===== config.mk =====
export PLATFORM = sky130hd
export DESIGN_NAME = axi4_read_burst_splitter
export DESIGN_NICKNAME = d
export VERILOG_FILES = /design/src/rtl/axi4_read_burst_splitter.sv
export SDC_FILE = /design/constraint.sdc
export NUM_CORES = 1
export LEC_CHECK = 0
export BUFFER_PORTS_ARGS = -buffer_cell sky130_fd_sc_hd__buf_4
export CAP_MARGIN = 10
export CORE_ASPECT_RATIO = 1.1
export CORE_UTILIZATION = 43
export DETAILED_ROUTE_END_ITERATION = 10
export PLACE_DENSITY_LB_ADDON = 0.15
export SYNTH_ARGS = -nofsm -noshare
export SYNTH_HDL_FRONTEND = slang
export SYNTH_SLANG_ARGS = --single-unit

===== constraint.sdc =====
create_clock -name clock -period 9.5 [get_ports clock]
set_clock_uncertainty 0.2 [all_clocks]
set_input_delay 0.475 -clock clock [delete_from_list [all_inputs] [get_ports clock]]
set_output_delay 0.475 -clock clock [all_outputs]
set_load 0.005 [all_outputs]

===== src/rtl/axi4_read_burst_splitter.sv =====
// rtl/axi4_read_burst_splitter.sv - splits AXI4 read bursts into single-beat reads and reassembles R
module axi4_read_burst_splitter #(
    parameter int ADDR_WIDTH = 32,
    parameter int DATA_WIDTH = 64,
    parameter int ID_WIDTH   = 4
) (
    input  logic                  clock,
    input  logic                  reset,
    input  logic                  io_s_axi_ar_valid,
    output logic                  io_s_axi_ar_ready,
    input  logic [ID_WIDTH-1:0]   io_s_axi_ar_bits_id,
    input  logic [ADDR_WIDTH-1:0] io_s_axi_ar_bits_addr,
    input  logic [3:0]            io_s_axi_ar_bits_len,
    input  logic [2:0]            io_s_axi_ar_bits_size,
    input  logic [1:0]            io_s_axi_ar_bits_burst,
    output logic                  io_s_axi_r_valid,
    input  logic                  io_s_axi_r_ready,
    output logic [ID_WIDTH-1:0]   io_s_axi_r_bits_id,
    output logic [DATA_WIDTH-1:0] io_s_axi_r_bits_data,
    output logic [1:0]            io_s_axi_r_bits_resp,
    output logic                  io_s_axi_r_bits_last,
    output logic                  io_m_axi_ar_valid,
    input  logic                  io_m_axi_ar_ready,
    output logic [ID_WIDTH-1:0]   io_m_axi_ar_bits_id,
    output logic [ADDR_WIDTH-1:0] io_m_axi_ar_bits_addr,
    output logic [3:0]            io_m_axi_ar_bits_len,
    output logic [2:0]            io_m_axi_ar_bits_size,
    output logic [1:0]            io_m_axi_ar_bits_burst,
    input  logic                  io_m_axi_r_valid,
    output logic                  io_m_axi_r_ready,
    input  logic [DATA_WIDTH-1:0] io_m_axi_r_bits_data,
    input  logic [1:0]            io_m_axi_r_bits_resp
);

    typedef enum logic [1:0] {IDLE, ISSUE, WAIT_R} state_t;

    localparam logic [ADDR_WIDTH-1:0] ONE = ADDR_WIDTH'(1);

    state_t                state, state_nxt;
    logic [ID_WIDTH-1:0]   id_q;
    logic [ADDR_WIDTH-1:0] addr_q;
    logic [3:0]            len_q;
    logic [2:0]            size_q;
    logic [1:0]            burst_q;
    logic [3:0]            beat_q;

    logic                  ar_hs, r_hs, last_beat;
    logic [ADDR_WIDTH-1:0] step, wrap_mask, addr_nxt;

    assign ar_hs     = io_s_axi_ar_valid && io_s_axi_ar_ready;
    assign r_hs      = io_s_axi_r_valid && io_s_axi_r_ready;
    assign last_beat = (beat_q == len_q);

    // WRAP keeps the upper bits of the aligned window and lets only the low bits roll over.
    assign step      = ONE << size_q;
    assign wrap_mask = ((ADDR_WIDTH'(len_q) + ONE) << size_q) - ONE;

    always_comb begin
        addr_nxt = addr_q + step;
        case (burst_q)
            2'b00:   addr_nxt = addr_q;
            2'b10:   addr_nxt = (addr_q & ~wrap_mask) | ((addr_q + step) & wrap_mask);
            default: addr_nxt = addr_q + step;
        endcase
    end

    always_ff @(posedge clock or negedge reset) begin
        if (!reset) begin
            state   <= IDLE;
            id_q    <= '0;
            addr_q  <= '0;
            len_q   <= '0;
            size_q  <= '0;
            burst_q <= '0;
            beat_q  <= '0;
        end else begin
            state <= state_nxt;
            if (ar_hs) begin
                id_q    <= io_s_axi_ar_bits_id;
                addr_q  <= io_s_axi_ar_bits_addr;
                len_q   <= io_s_axi_ar_bits_len;
                size_q  <= io_s_axi_ar_bits_size;
                burst_q <= io_s_axi_ar_bits_burst;
                beat_q  <= '0;
            end else if (r_hs && !last_beat) begin
                beat_q <= beat_q + 4'd1;
                addr_q <= addr_nxt;
            end
        end
    end

    always_comb begin
        state_nxt            = state;
        io_s_axi_ar_ready    = 1'b0;
        io_m_axi_ar_valid    = 1'b0;
        io_s_axi_r_valid     = 1'b0;
        io_m_axi_r_ready     = 1'b0;
        io_s_axi_r_bits_last = 1'b0;
        case (state)
            IDLE: begin
                io_s_axi_ar_ready = reset;
                if (io_s_axi_ar_valid && reset) state_nxt = ISSUE;
            end
            ISSUE: begin
                io_m_axi_ar_valid = 1'b1;
                if (io_m_axi_ar_ready) state_nxt = WAIT_R;
            end
            WAIT_R: begin
                io_s_axi_r_valid     = io_m_axi_r_valid;
                io_m_axi_r_ready     = io_s_axi_r_ready;
                io_s_axi_r_bits_last = last_beat;
                if (io_m_axi_r_valid && io_s_axi_r_ready) state_nxt = last_beat ? IDLE : ISSUE;
            end
            default: state_nxt = IDLE;
        endcase
    end

    assign io_m_axi_ar_bits_id    = id_q;
    assign io_m_axi_ar_bits_addr  = addr_q;
    assign io_m_axi_ar_bits_len   = 4'd0;
    assign io_m_axi_ar_bits_size  = size_q;
    assign io_m_axi_ar_bits_burst = 2'b01;
    assign io_s_axi_r_bits_id     = id_q;
    assign io_s_axi_r_bits_data   = io_m_axi_r_bits_data;
    assign io_s_axi_r_bits_resp   = io_m_axi_r_bits_resp;

endmodule

==> impl_metrics.csv <==
group,metric,value,unit
critical_path,cp_data_arrival_time,4.51,ns
place,placement.io_buffers,98,
critical_path,r2r_start,"io_m_axi_ar_bits_size[1]",
clock_network,clock_latency,0.31,ns
place,gp_congestion,0.8384,
final_layout,drive_above_1_share,24.56,%
yosys,yosys.cell_types.count,78,
floorplanning,die_w,99.45,µm
critical_path,cp_slowest_cell,"nor2b_1",
global_route,grt_first_pass_wirelength,18980,µm
run,maxCapViolations,0,
sta,rsz0062_at_grt,"no",
sta,worst_hold_slack,-0.01838,ns
critical_path,path_delay_family,"simple AND/OR/NAND/NOR gates",
route,antenna_left,0,
power_and_ir_drop,p_per_area,326.2,nW/µm²
final_layout,layout_common_cells,"buf_4, nand2_1, dfrtp_1, nor2_1, a21oi_1",
sta,fin_crit_sh,47.17,%
global_route,antenna_found_initial,0,
clock_network,tritoncts,"done",
yosys,synth-main-ff-cell,"dfrtp_1",
sta,finalSetupViolCount,0,
status,violations,"negative hold slack",
critical_path,worstPathCellList,"clkinv_1, nor3_1, ha_1, nand3_1, o2111ai_1, a31oi_1, o21bai_1, nor2b_1, nand2_2, or3_1, a21oi_1, a2bb2oi_1",
floorplanning,io_pins,237,
place,post_dp_cell_area,4721,µm²
critical_path,ff2ff_path_depth,12,
route,wirelength,11700,µm
final_layout,fin_nets,691,
floorplanning,coreArea,10030,µm²
sta,setup-tns-final,0,ns
route,drc,0,
sta,hold_viol_final,15,
status,status,"complete, but fails checks",
clock_network,postCtsSetupRepairBufs,0,
yosys,synthArstFlopShare,100.0,%
critical_path,path_class,"flip-flop to flip-flop",
sta,max_freq,223.2,MHz
yosys,netlist_area,4492,µm²
sta,tightest_slew,1.078,ns
power_and_ir_drop,leakage,0.002124,µW
floorplanning,rows,38,
clock_network,root_buffer,"clkbuf_8",
place,place_hpwl,8587,µm
final_layout,area_delta_synth_final,7.047,%
critical_path,cp-start-kind,"flip-flop",
floorplanning,start_util,44.77,%
floorplanning,die_h,109.2,µm
clock_network,ctsResizeCount,0,
route,firstDrtPassIters,4,
critical_path,reg2reg_setup_slack,5.02,ns
yosys,synth_edf_count,0,
final_layout,diodes,0,
critical_path,cp_max_fo,22,
global_route,grt_pass1_vias,3717,
final_layout,final_common_cell,"buf_4",
power_and_ir_drop,vdd_drop_max,148.8,µV
yosys,synthCells,557,
clock_network,cts_hold_buf,0,
critical_path,critical_path_buf_inv_count,1,
sta,max_slew_margin,27.86,%
clock_network,clkTransAtPathRegs,0.11,ns
sta,maxSlewViolCount,0,
clock_network,cts.sinks,51,
min_path,hp-class,"input port to asynchronous set/reset pin",
route,num_vias,3949,
critical_path,crit_required,9.53,ns
clock_network,cts_buffer_depth,2,
critical_path,worst_path_largest_cell_delay,0.83,ns
clock_network,cts-buffers-inserted,5,
route,wl_per_cell,16.67,µm
global_route,gr-total-overflow,0,
route,via_per_inst,5.625,
yosys,ys_warn_count,0,
clock_network,cts.htree.levels,2,
final_layout,design_area,4808,µm²
sta,min_period,4.481,ns
global_route,grt.total_usage,21.84,%
critical_path,cp-end-kind,"flip-flop",
yosys,syn_area_per_cell,8.064,µm²
global_route,grt_max_degree,61,
yosys,ys_seq_area_share,28.41,%
floorplanning,die-area,10860,µm²
yosys,synth-seq-cells,51,
route,drt_iter0_markers,225,
-- worst max path at each step --
stage | start | endpoint | depth (start not counted)
final | io_m_axi_ar_bits_size[1] | flip-flop | 12
after floorplan | io_m_axi_ar_bits_size[0] | flip-flop | 15
after global placement | io_m_axi_ar_bits_size[1] | flip-flop | 12
after detailed placement | io_m_axi_ar_bits_size[1] | flip-flop | 12
after global routing | io_m_axi_ar_bits_size[1] | flip-flop | 12
after CTS | io_m_axi_ar_bits_size[1] | flip-flop | 12
-- cell usage after synthesis, drive strengths merged (7+ instances only) --
cell,n,area (µm²)
a21oi,36,183.9
a31oi,11,68.82
and3,11,70.07
buf,89,650.6
clkbuf,18,67.56
dfrtp,51,1276
ha,12,150.1
inv,10,37.54
nand2,75,291.5
nand2b,7,43.79
nand3,21,117.6
nand4,9,56.30
nor2,44,175.2
nor2b,7,51.30
nor3,9,45.04
o21ai,30,161.4
xnor2,17,148.9
-- metrics by stage --
step	hold WS, ns	utilization (%)	instances	setup WS, ns	power (µW)
after floorplan	-0.02059	-	561	6.153	1143
after global placement	0.2887	47.06	694	5.321	1424
after detailed placement	0.3024	47.06	694	5.155	1439
after CTS	0.03002	47.93	702	5.095	1575
after global routing	0.03969	47.93	702	4.601	1713
final	-0.01838	47.93	702	5.019	1569
-- kinds of logic (layout without fill, tap and decap cells) --
group / Yosys count / after routing / synth area share (%)
buffers and inverters: 118 / 119 / 16.91
AO/OA/AOI/OAI: 142 / 142 / 22.56
XOR/XNOR: 23 / 23 / 4.485
other: 2 / 6 / 0.1672
multiplexers: 6 / 6 / 1.365
adder cells (fa/ha/maj): 13 / 13 / 3.788
flip-flops: 51 / 51 / 28.41
AND/OR/NAND/NOR: 202 / 202 / 22.31
-- area by class of cell --
class / count / area, µm²
fillers: 998 / 5224
clock inverters: 3 / 18.77
inverters: 11 / 41.29
well taps: 140 / 175.2
multi-input cells: 392 / 2477
flip-flops and latches: 51 / 1276
clock buffers: 5 / 68.82
repair buffers: 100 / 750.7
-- power by group --
| group | switching [µW] | internal, µW |
|---|---|---|
| Clock | 78.4 | 52.2 |
| Combinational | 509 | 446 |
| Sequential | 169 | 315 |
| Total | 756 | 813 |
-- metal layers --
layer,part of all wire [%],GRT usage [%]
met4,1.0,5.147
met1,44,28.71
met2,48,36.95
met5,0,0
met3,6.7,4.359
-- worst register-to-register path, stage by stage, from the launching register on --
cell and delay, ns:
dfrtp_1 0.79, clkinv_1 0.48, nor3_1 0.29, ha_1 0.23
nand3_1 0.10, o2111ai_1 0.29, a31oi_1 0.18, o21bai_1 0.21
nor2b_1 0.83, nand2_2 0.15, or3_1 0.35, a21oi_1 0.15
a2bb2oi_1 0.17
(Power assumes the default switching activity.)
